$ cat src/rtl/branch_control_sequencer.sv
// Moore control sequencer for the Mini SRC datapath: fetch (T0-T2) then br/jr/jal/nop/halt execution.
// Latency: one state per clock; br 8 cycles, jal 6, jr/nop 5, counted from T0.
// No backpressure: run starts fetching from IDLE, stop is honoured only at END, HALT holds until clr.
module branch_control_sequencer (
   input  logic        clk,
   input  logic        clr,
   input  logic        run,
   input  logic        stop,
   input  logic [31:0] IR_Data,
   input  logic        CON_out,
   output logic        PC_out,
   output logic        PC_in,
   output logic        IncPC,
   output logic        MAR_in,
   output logic        MDR_in,
   output logic        MDR_out,
   output logic        Read,
   output logic        IR_in,
   output logic        Y_in,
   output logic        Z_in,
   output logic        Zlow_out,
   output logic        C_out,
   output logic        Gra,
   output logic        Grb,
   output logic        Rout,
   output logic        R15_in,
   output logic        CON_in,
   output logic [4:0]  alu_instruction_bits,
   output logic        busy,
   output logic        halted,
   output logic        illegal
);

   localparam logic [4:0] OP_BR   = 5'b10010;
   localparam logic [4:0] OP_JR   = 5'b10011;
   localparam logic [4:0] OP_JAL  = 5'b10100;
   localparam logic [4:0] OP_NOP  = 5'b11010;
   localparam logic [4:0] OP_HALT = 5'b11011;
   localparam logic [4:0] ALU_ADD = 5'b00011;

   // br and jal diverge after T3, so T4 is split into two states to keep
   // the T4 strobes a function of the state register alone.
   localparam logic [3:0] S_IDLE  = 4'd0;
   localparam logic [3:0] S_T0    = 4'd1;
   localparam logic [3:0] S_T1    = 4'd2;
   localparam logic [3:0] S_T2    = 4'd3;
   localparam logic [3:0] S_T3    = 4'd4;
   localparam logic [3:0] S_T4_BR = 4'd5;
   localparam logic [3:0] S_T4_JL = 4'd6;
   localparam logic [3:0] S_T5    = 4'd7;
   localparam logic [3:0] S_T6    = 4'd8;
   localparam logic [3:0] S_END   = 4'd9;
   localparam logic [3:0] S_HALT  = 4'd10;

   logic [3:0] state;
   logic [3:0] state_nxt;
   logic [4:0] opcode;
   logic       op_legal;
   logic       unused_ir;

   assign opcode    = IR_Data[31:27];
   // Operand fields belong to the datapath; the sequencer only looks at the opcode.
   assign unused_ir = ^IR_Data[26:0];

   // Classify the opcode held in IR
   always_comb begin
      op_legal = 1'b0;
      case (opcode)
         OP_BR, OP_JR, OP_JAL, OP_NOP, OP_HALT: op_legal = 1'b1;
         default:                              op_legal = 1'b0;
      endcase
   end

   // State register and sticky illegal-opcode flag; clr overrides everything
   always_ff @(posedge clk) begin
      if (clr) begin
         state   <= S_IDLE;
         illegal <= 1'b0;
      end else begin
         state <= state_nxt;
         if (state == S_T3 && !op_legal)
            illegal <= 1'b1;
      end
   end

   // Next-state sequencing; stop is only consulted at the instruction boundary
   always_comb begin
      state_nxt = state;
      case (state)
         S_IDLE:  state_nxt = run ? S_T0 : S_IDLE;
         S_T0:    state_nxt = S_T1;
         S_T1:    state_nxt = S_T2;
         S_T2:    state_nxt = S_T3;
         S_T3: begin
            case (opcode)
               OP_BR:   state_nxt = S_T4_BR;
               OP_JR:   state_nxt = S_END;
               OP_JAL:  state_nxt = S_T4_JL;
               OP_NOP:  state_nxt = S_END;
               default: state_nxt = S_HALT;   // halt and unknown opcodes
            endcase
         end
         S_T4_BR: state_nxt = S_T5;
         S_T4_JL: state_nxt = S_END;
         S_T5:    state_nxt = S_T6;
         S_T6:    state_nxt = S_END;
         S_END:   state_nxt = stop ? S_IDLE : S_T0;
         S_HALT:  state_nxt = S_HALT;
         default: state_nxt = S_IDLE;
      endcase
   end

   // Strobe decode; T3 also reads the opcode and T6 the CON flip-flop, both stable by then
   always_comb begin
      PC_out               = 1'b0;
      PC_in                = 1'b0;
      IncPC                = 1'b0;
      MAR_in               = 1'b0;
      MDR_in               = 1'b0;
      MDR_out              = 1'b0;
      Read                 = 1'b0;
      IR_in                = 1'b0;
      Y_in                 = 1'b0;
      Z_in                 = 1'b0;
      Zlow_out             = 1'b0;
      C_out                = 1'b0;
      Gra                  = 1'b0;
      Grb                  = 1'b0;
      Rout                 = 1'b0;
      R15_in               = 1'b0;
      CON_in               = 1'b0;
      alu_instruction_bits = 5'b00000;
      busy                 = 1'b1;
      halted               = 1'b0;
      case (state)
         S_IDLE: busy = 1'b0;
         S_T0: begin
            PC_out = 1'b1;
            MAR_in = 1'b1;
            IncPC  = 1'b1;
            Z_in   = 1'b1;
         end
         S_T1: begin
            Zlow_out = 1'b1;
            PC_in    = 1'b1;
            Read     = 1'b1;
            MDR_in   = 1'b1;
         end
         S_T2: begin
            MDR_out = 1'b1;
            IR_in   = 1'b1;
         end
         S_T3: begin
            case (opcode)
               OP_BR: begin
                  Grb    = 1'b1;
                  Rout   = 1'b1;
                  CON_in = 1'b1;
               end
               OP_JR: begin
                  Gra   = 1'b1;
                  Rout  = 1'b1;
                  PC_in = 1'b1;
               end
               OP_JAL: begin
                  PC_out = 1'b1;
                  R15_in = 1'b1;
               end
               default: ;
            endcase
         end
         S_T4_BR: begin
            PC_out = 1'b1;
            Y_in   = 1'b1;
         end
         S_T4_JL: begin
            Gra   = 1'b1;
            Rout  = 1'b1;
            PC_in = 1'b1;
         end
         S_T5: begin
            C_out                = 1'b1;
            alu_instruction_bits = ALU_ADD;
            Z_in                 = 1'b1;
         end
         S_T6: begin
            // Taken branch loads PC+1+C from Z; not-taken is an empty cycle.
            Zlow_out = CON_out;
            PC_in    = CON_out;
         end
         S_END: ;
         S_HALT: begin
            busy   = 1'b0;
            halted = 1'b1;
         end
         default: busy = 1'b0;
      endcase
   end

endmodule

$ cat config.mk
export PLATFORM = sky130hd
export DESIGN_NAME = branch_control_sequencer
export DESIGN_NICKNAME = d
export VERILOG_FILES = /design/src/rtl/branch_control_sequencer.sv
export SDC_FILE = /design/constraint.sdc
export NUM_CORES = 1
export LEC_CHECK = 0
export BUFFER_PORTS_ARGS = -buffer_cell sky130_fd_sc_hd__buf_2
export CAP_MARGIN = 20
export CORE_UTILIZATION = 34
export CTS_BUF_LIST = sky130_fd_sc_hd__clkbuf_8 sky130_fd_sc_hd__clkbuf_16
export DETAILED_ROUTE_END_ITERATION = 16
export GPL_TIMING_DRIVEN = 0
export PLACE_DENSITY = 0.79
export SLEW_MARGIN = 20
export SYNTH_ARGS = -nofsm -noshare
export SYNTH_HDL_FRONTEND = slang
export SYNTH_SLANG_ARGS = --single-unit
$ cat constraint.sdc
create_clock -name clk -period 1.35 [get_ports clk]
set_input_delay 0.0675 -clock clk [delete_from_list [all_inputs] [get_ports clk]]
set_output_delay 0.0675 -clock clk [all_outputs]
set_load 0.05 [all_outputs]
==> Yosys cells after proc, flatten, opt, wreduce, memory -nomap -nowiden <==
Index checks and enable logic that the tools add are counted.
{ "classes": {"eq_ne": 15, "muxes": 25, "reduce_logical": 11} }
{ "op_table": {"columns": ["op", "n"], "rows": [
  ["$pmux 4 s10", 1],
  ["$eq 5x5->1 const B", 5],
  ["$mux 1", 17],
  ["$eq 4x3->1 const B", 4],
  ["$eq 4x4->1 const B", 3],
  ["$pmux 4 s3", 1],
  ["$reduce_or 2->1", 6],
  ["$reduce_or 9->1", 1],
  ["$eq 4x2->1 const B", 2],
  ["$pmux 1 s2", 4],
  ["$reduce_or 5->1", 1],
  ["$eq 4x1->1 const B", 1],
  ["$logic_not 4->1", 1],
  ["$pmux 1 s3", 1],
  ["$mux 2", 1],
  ["$logic_and 1x1->1", 1],
  ["$logic_not 1->1", 1]
]} }
{ "word_totals": {"register_bits": 5, "output_inout_bits": 25} }

==> Longest topological paths before layout <==
{ "depth": {"ltp_word": 5, "ltp_mapped": 7, "mapped_depth_nobuf": 4} }

==> Worst setup path before layout <==
Ideal clock, no wire load.
{ "synth_timing": {"kind": "register to output", "startpoint": "reg state[1]", "endpoint": "out MDR_out", "arrival_ps": 2313, "required_time_ps": 1283, "setup_slack_ps": -1031, "path_stages_with_launch": 6, "path_cell_list": "dfxtp_1 -> clkbuf_1 -> buf_2 -> nand2_1 -> nor3_1 -> buf_4"} }
{ "synth_via": {"elab_chain_len": 2} }
{ "synth_rtl": {"columns": ["element", "line_no", "source"], "rows": [
  ["start: declaration", "55", "logic [3:0] state;"],
  ["start signal: assignment", "80", "state <= state_nxt;"],
  ["$eq 4x2->1", null, null],
  ["$mux 1", null, null],
  ["end: declaration", "16", "output logic MDR_out,"]
]} }
No other way between the ends.

==> Worst setup path in the final report <==
{ "layout_timing": {"startpoint": "reg state[3]", "endpoint": "out Grb"} }
{ "layout_via": {"elab_chain_len": 2} }
{ "layout_rtl": {"columns": ["element", "line_no", "source"], "rows": [
  ["$eq 4x3->1", "135", "case (state)"],
  ["$mux 1", "135", null],
  ["end: declaration", "24", "output logic Grb,"]
]} }
No other way between the ends.

==> summary.md <==
| Metric | Value |
|---|---|
| Run status | `finished, violations left` |
| Violated checks | `negative setup slack` |
| Share of flip-flops with an asynchronous set or reset after synthesis | `0%` |
| Post-synthesis cell type with the largest combined area | `sky130_fd_sc_hd__dfxtp_1` |
| Signal arrival time at the worst endpoint | `1.49 ns` |
| Total power density per cell area | `1010 mW/mm²` |
| Total chip power | `1370 µW` |
| Layout net count | `172` |
| Placed Instance Area | `952 µm²` |
| Area growth from synthesis to layout | `134%` |
| Category of the worst setup path launch point | `flip-flop` |
| Total GRT Usage | `23.8%` |
| Die Span X | `43.2 µm` |
| Minimum clock period after layout | `1.55 ns` |
| Simple logic cell fraction of the synthesized area | `38.2%` |
| Standard cell with the maximum stage delay on the critical path | `sky130_fd_sc_hd__dfxtp_4` |
| Maximum number of pins on one net before global-route repair | `11` |
| Count of inserted antenna diode cells | `0` |
| Sequential element share of the synthesized area | `17.4%` |
| Std cell rows | `14` |
| Worst path top cell family by delay | `simple AND/OR/NAND/NOR gates` |
| Initial core utilization | `37.4%` |
| Count of synthesis-stage warnings from yosys | `0` |
| Latest clock arrival within the worst-skew pair | `0.23 ns` |
| Global-route wire length before repair | `3310 µm` |
| Via count of the first global-routing pass | `701` |
| Clock tree root driver cell | `sky130_fd_sc_hd__clkbuf_8` |
| Iter 0 DRT Violations | `36` |
| Filler Cells Inserted | `57` |
| Buffer and inverter count on the worst path | `2` |
| Count of vias placed by the detailed router | `826` |
| Top achievable clock speed | `0.643 GHz` |
| RSZ-0062 raised after global routing | `yes` |
| Count of placed standard cells including taps | `133` |
| Clock tree from TritonCTS | `built` |
| Buffers added on ports | `31` |
| Number of unique standard cell types used by synthesis | `32` |
| Max stage delay on crit path | `0.36 ns` |
| Chain of cells forming the critical path | `nand2b_4, nor3_4, nand2_2, nor2_4, buf_6, buf_8` |
| Leakage component of the power | `0.000566 µW` |
| Antenna violations before repair | `0` |
| Number of endpoints failing setup at the final stage | `18` |
| CTS buffer count | `3` |
| Period Utilization, post-route | `115%` |
| Via density per instance | `5.51` |
| Worst path required time | `1.28 ns` |
| Synthesized-area fraction occupied by xor and xnor cells | `3.04%` |
| Mux cell area share after synthesis | `1.74%` |
| Reg-to-reg slack, setup | `0.01 ns` |
| Dominant combinational cell family by area after synthesis | `simple AND/OR/NAND/NOR gates` |
| Top-level I/O count | `62` |
| Total of flip-flops plus latches after synthesis | `5` |
| Final Util | `87.7%` |
| FF/Latch Area | `113 µm²` |
| Final non-filler cell total | `150` |
| Post-route ant nets | `0` |
| Layout cell share with drive strength beyond 1 | `70.1%` |
| DR WL/cell | `17.1 µm` |
| Maxcap violations | `0` |
| Total number of clock tree sinks | `5` |
| Total congestion overflow | `0` |
| Worst-path maximum fanout | `6` |
| Fraction of synthesized cell area taken by the top area cell type | `17.4%` |
| Post-synth EDFFs | `0` |
| Total core area | `0.00154 mm²` |
| CTS H-tree lvls | `1` |
| Final setup slack of the worst path | `-0.205 ns` |
| Top flip-flop cell by instance count after synthesis | `sky130_fd_sc_hd__dfxtp_1` |
| Average size of a mapped cell | `6.87 µm²` |
| Number of instances in the synthesized netlist | `84` |
| Mapped cell area | `577 µm²` |
| Vert. Die Dim | `43.2 µm` |
| Detailed placer's ending HPWL | `1220 µm` |
| RD Place Congestion | `0.861` |
| Post-synthesis compound-gate area fraction | `18.4%` |
| Final Hold Viols | `0` |
| Worst setup EP type | `output port` |
| Critical path type | `flip-flop to output port` |
| Final std cell area, no fill | `0.00135 mm²` |
| Final count of pins violating max slew | `0` |
| DRC violation count after routing | `0` |
| Post-route clock skew | `0.00249 ns` |
| Area of combinational cells with multiple inputs | `572 µm²` |
| Adder and majority cell fraction of the synthesized area | `0%` |
| Top cells by area in the synthesized netlist | `sky130_fd_sc_hd__dfxtp_1 (17%), sky130_fd_sc_hd__buf_4 (12%), sky130_fd_sc_hd__nor3_1 (6.9%)` |
| Class of the tightest hold or removal check | `input port to flip-flop` |
| CTS Buffer Depth | `2` |
| DRT Pass-1 Iters | `4` |
| Total Wirelength | `2560 µm` |
| Peak supply drop | `1050 µV` |
| DIE AREA | `0.00187 mm²` |
| Reg clk slew, reported paths | `0.04 ns` |
-- state kept, by name, indices dropped and copies added, names as in the netlist --
register and cells:
state 4, illegal 1
-- power breakdown --
part / internal (µW) / switching [µW] / total, µW
Clock: 196 / 87.7 / 284
Combinational: 391 / 510 / 901
Sequential: 163 / 21.9 / 185
Total: 751 / 619 / 1370
-- path summary, 6_finish.rpt --
check        depth (start not counted)     start  endpoint
min reg2reg                          2   illegal   illegal
max reg2reg                          5  state[3]  state[0]
max                                  6  state[3]       Grb
min                                  2       clr  state[2]
-- through the flow --
| stage | TNS [ns] | hold slack (ns) | worst slack [ns] |
|---|---|---|---|
| 4_1_cts | -0.809 | 0.0794 | -0.133 |
| 3_3_place_gp | -0.383 | 0.311 | -0.152 |
| 3_5_place_dp | -0.525 | 0.318 | -0.185 |
| 6_report | -1.53 | 0.0791 | -0.205 |
| 5_1_grt | -2.25 | 0.0844 | -0.242 |
| 2_1_floorplan | -0.790 | 0.140 | -0.202 |
-- routing by layer --
metal	share of wire [%]	vias up	GRT usage [%]
met4	1.3	0	9.09
met1	40	394	31.2
met5	0	-	0
met3	6.7	4	2.55
met2	52	42	39.7
li1	-	386	-
-- placed cells by master, fill, tap and decap left out, drive strengths merged, types with 3 or more instances in the layout --
master,n
conb,3
inv,3
nor2,10
clkbuf,4
nand2,5
a21oi,5
nor3,8
nand2b,4
buf,59
a31oi,4
dfxtp,5
-- kinds of logic (layout without fill, tap and decap cells) --
logic type,Yosys count,after routing
other,1,3
XOR/XNOR,2,2
multiplexers,1,1
flip-flops,5,5
AO/OA/AOI/OAI,17,17
buffers and inverters,18,66
AND/OR/NAND/NOR,40,40
-- Yosys cell counts, types with 3 or more instances --
master / number
sky130_fd_sc_hd__a21oi_1: 5
sky130_fd_sc_hd__a31oi_1: 4
sky130_fd_sc_hd__buf_4: 9
sky130_fd_sc_hd__clkbuf_1: 3
sky130_fd_sc_hd__dfxtp_1: 5
sky130_fd_sc_hd__nand2_1: 5
sky130_fd_sc_hd__nand2b_1: 3
sky130_fd_sc_hd__nor2_1: 10
sky130_fd_sc_hd__nor3_1: 8
-- cell type report --
class,instances,area share (%)
sequential,5,8.33
clock inverter,1,0.278
inverter,2,0.556
clock buffer,3,3.06
tap,16,1.48
timing repair buffer,46,31.2
buffer,14,12.8
multi-input combinational,63,42.3
-- timing repair --
action | in CTS | in global routing
setup buffers | 10 | 5
resized for setup | 55 | 19
hold endpoints to repair | 0 | 0
hold buffers | 0 | 0
setup endpoints to repair | 22 | 23
pin swaps | 7 | 5
No activity file was read; power rests on OpenSTA's default activity.
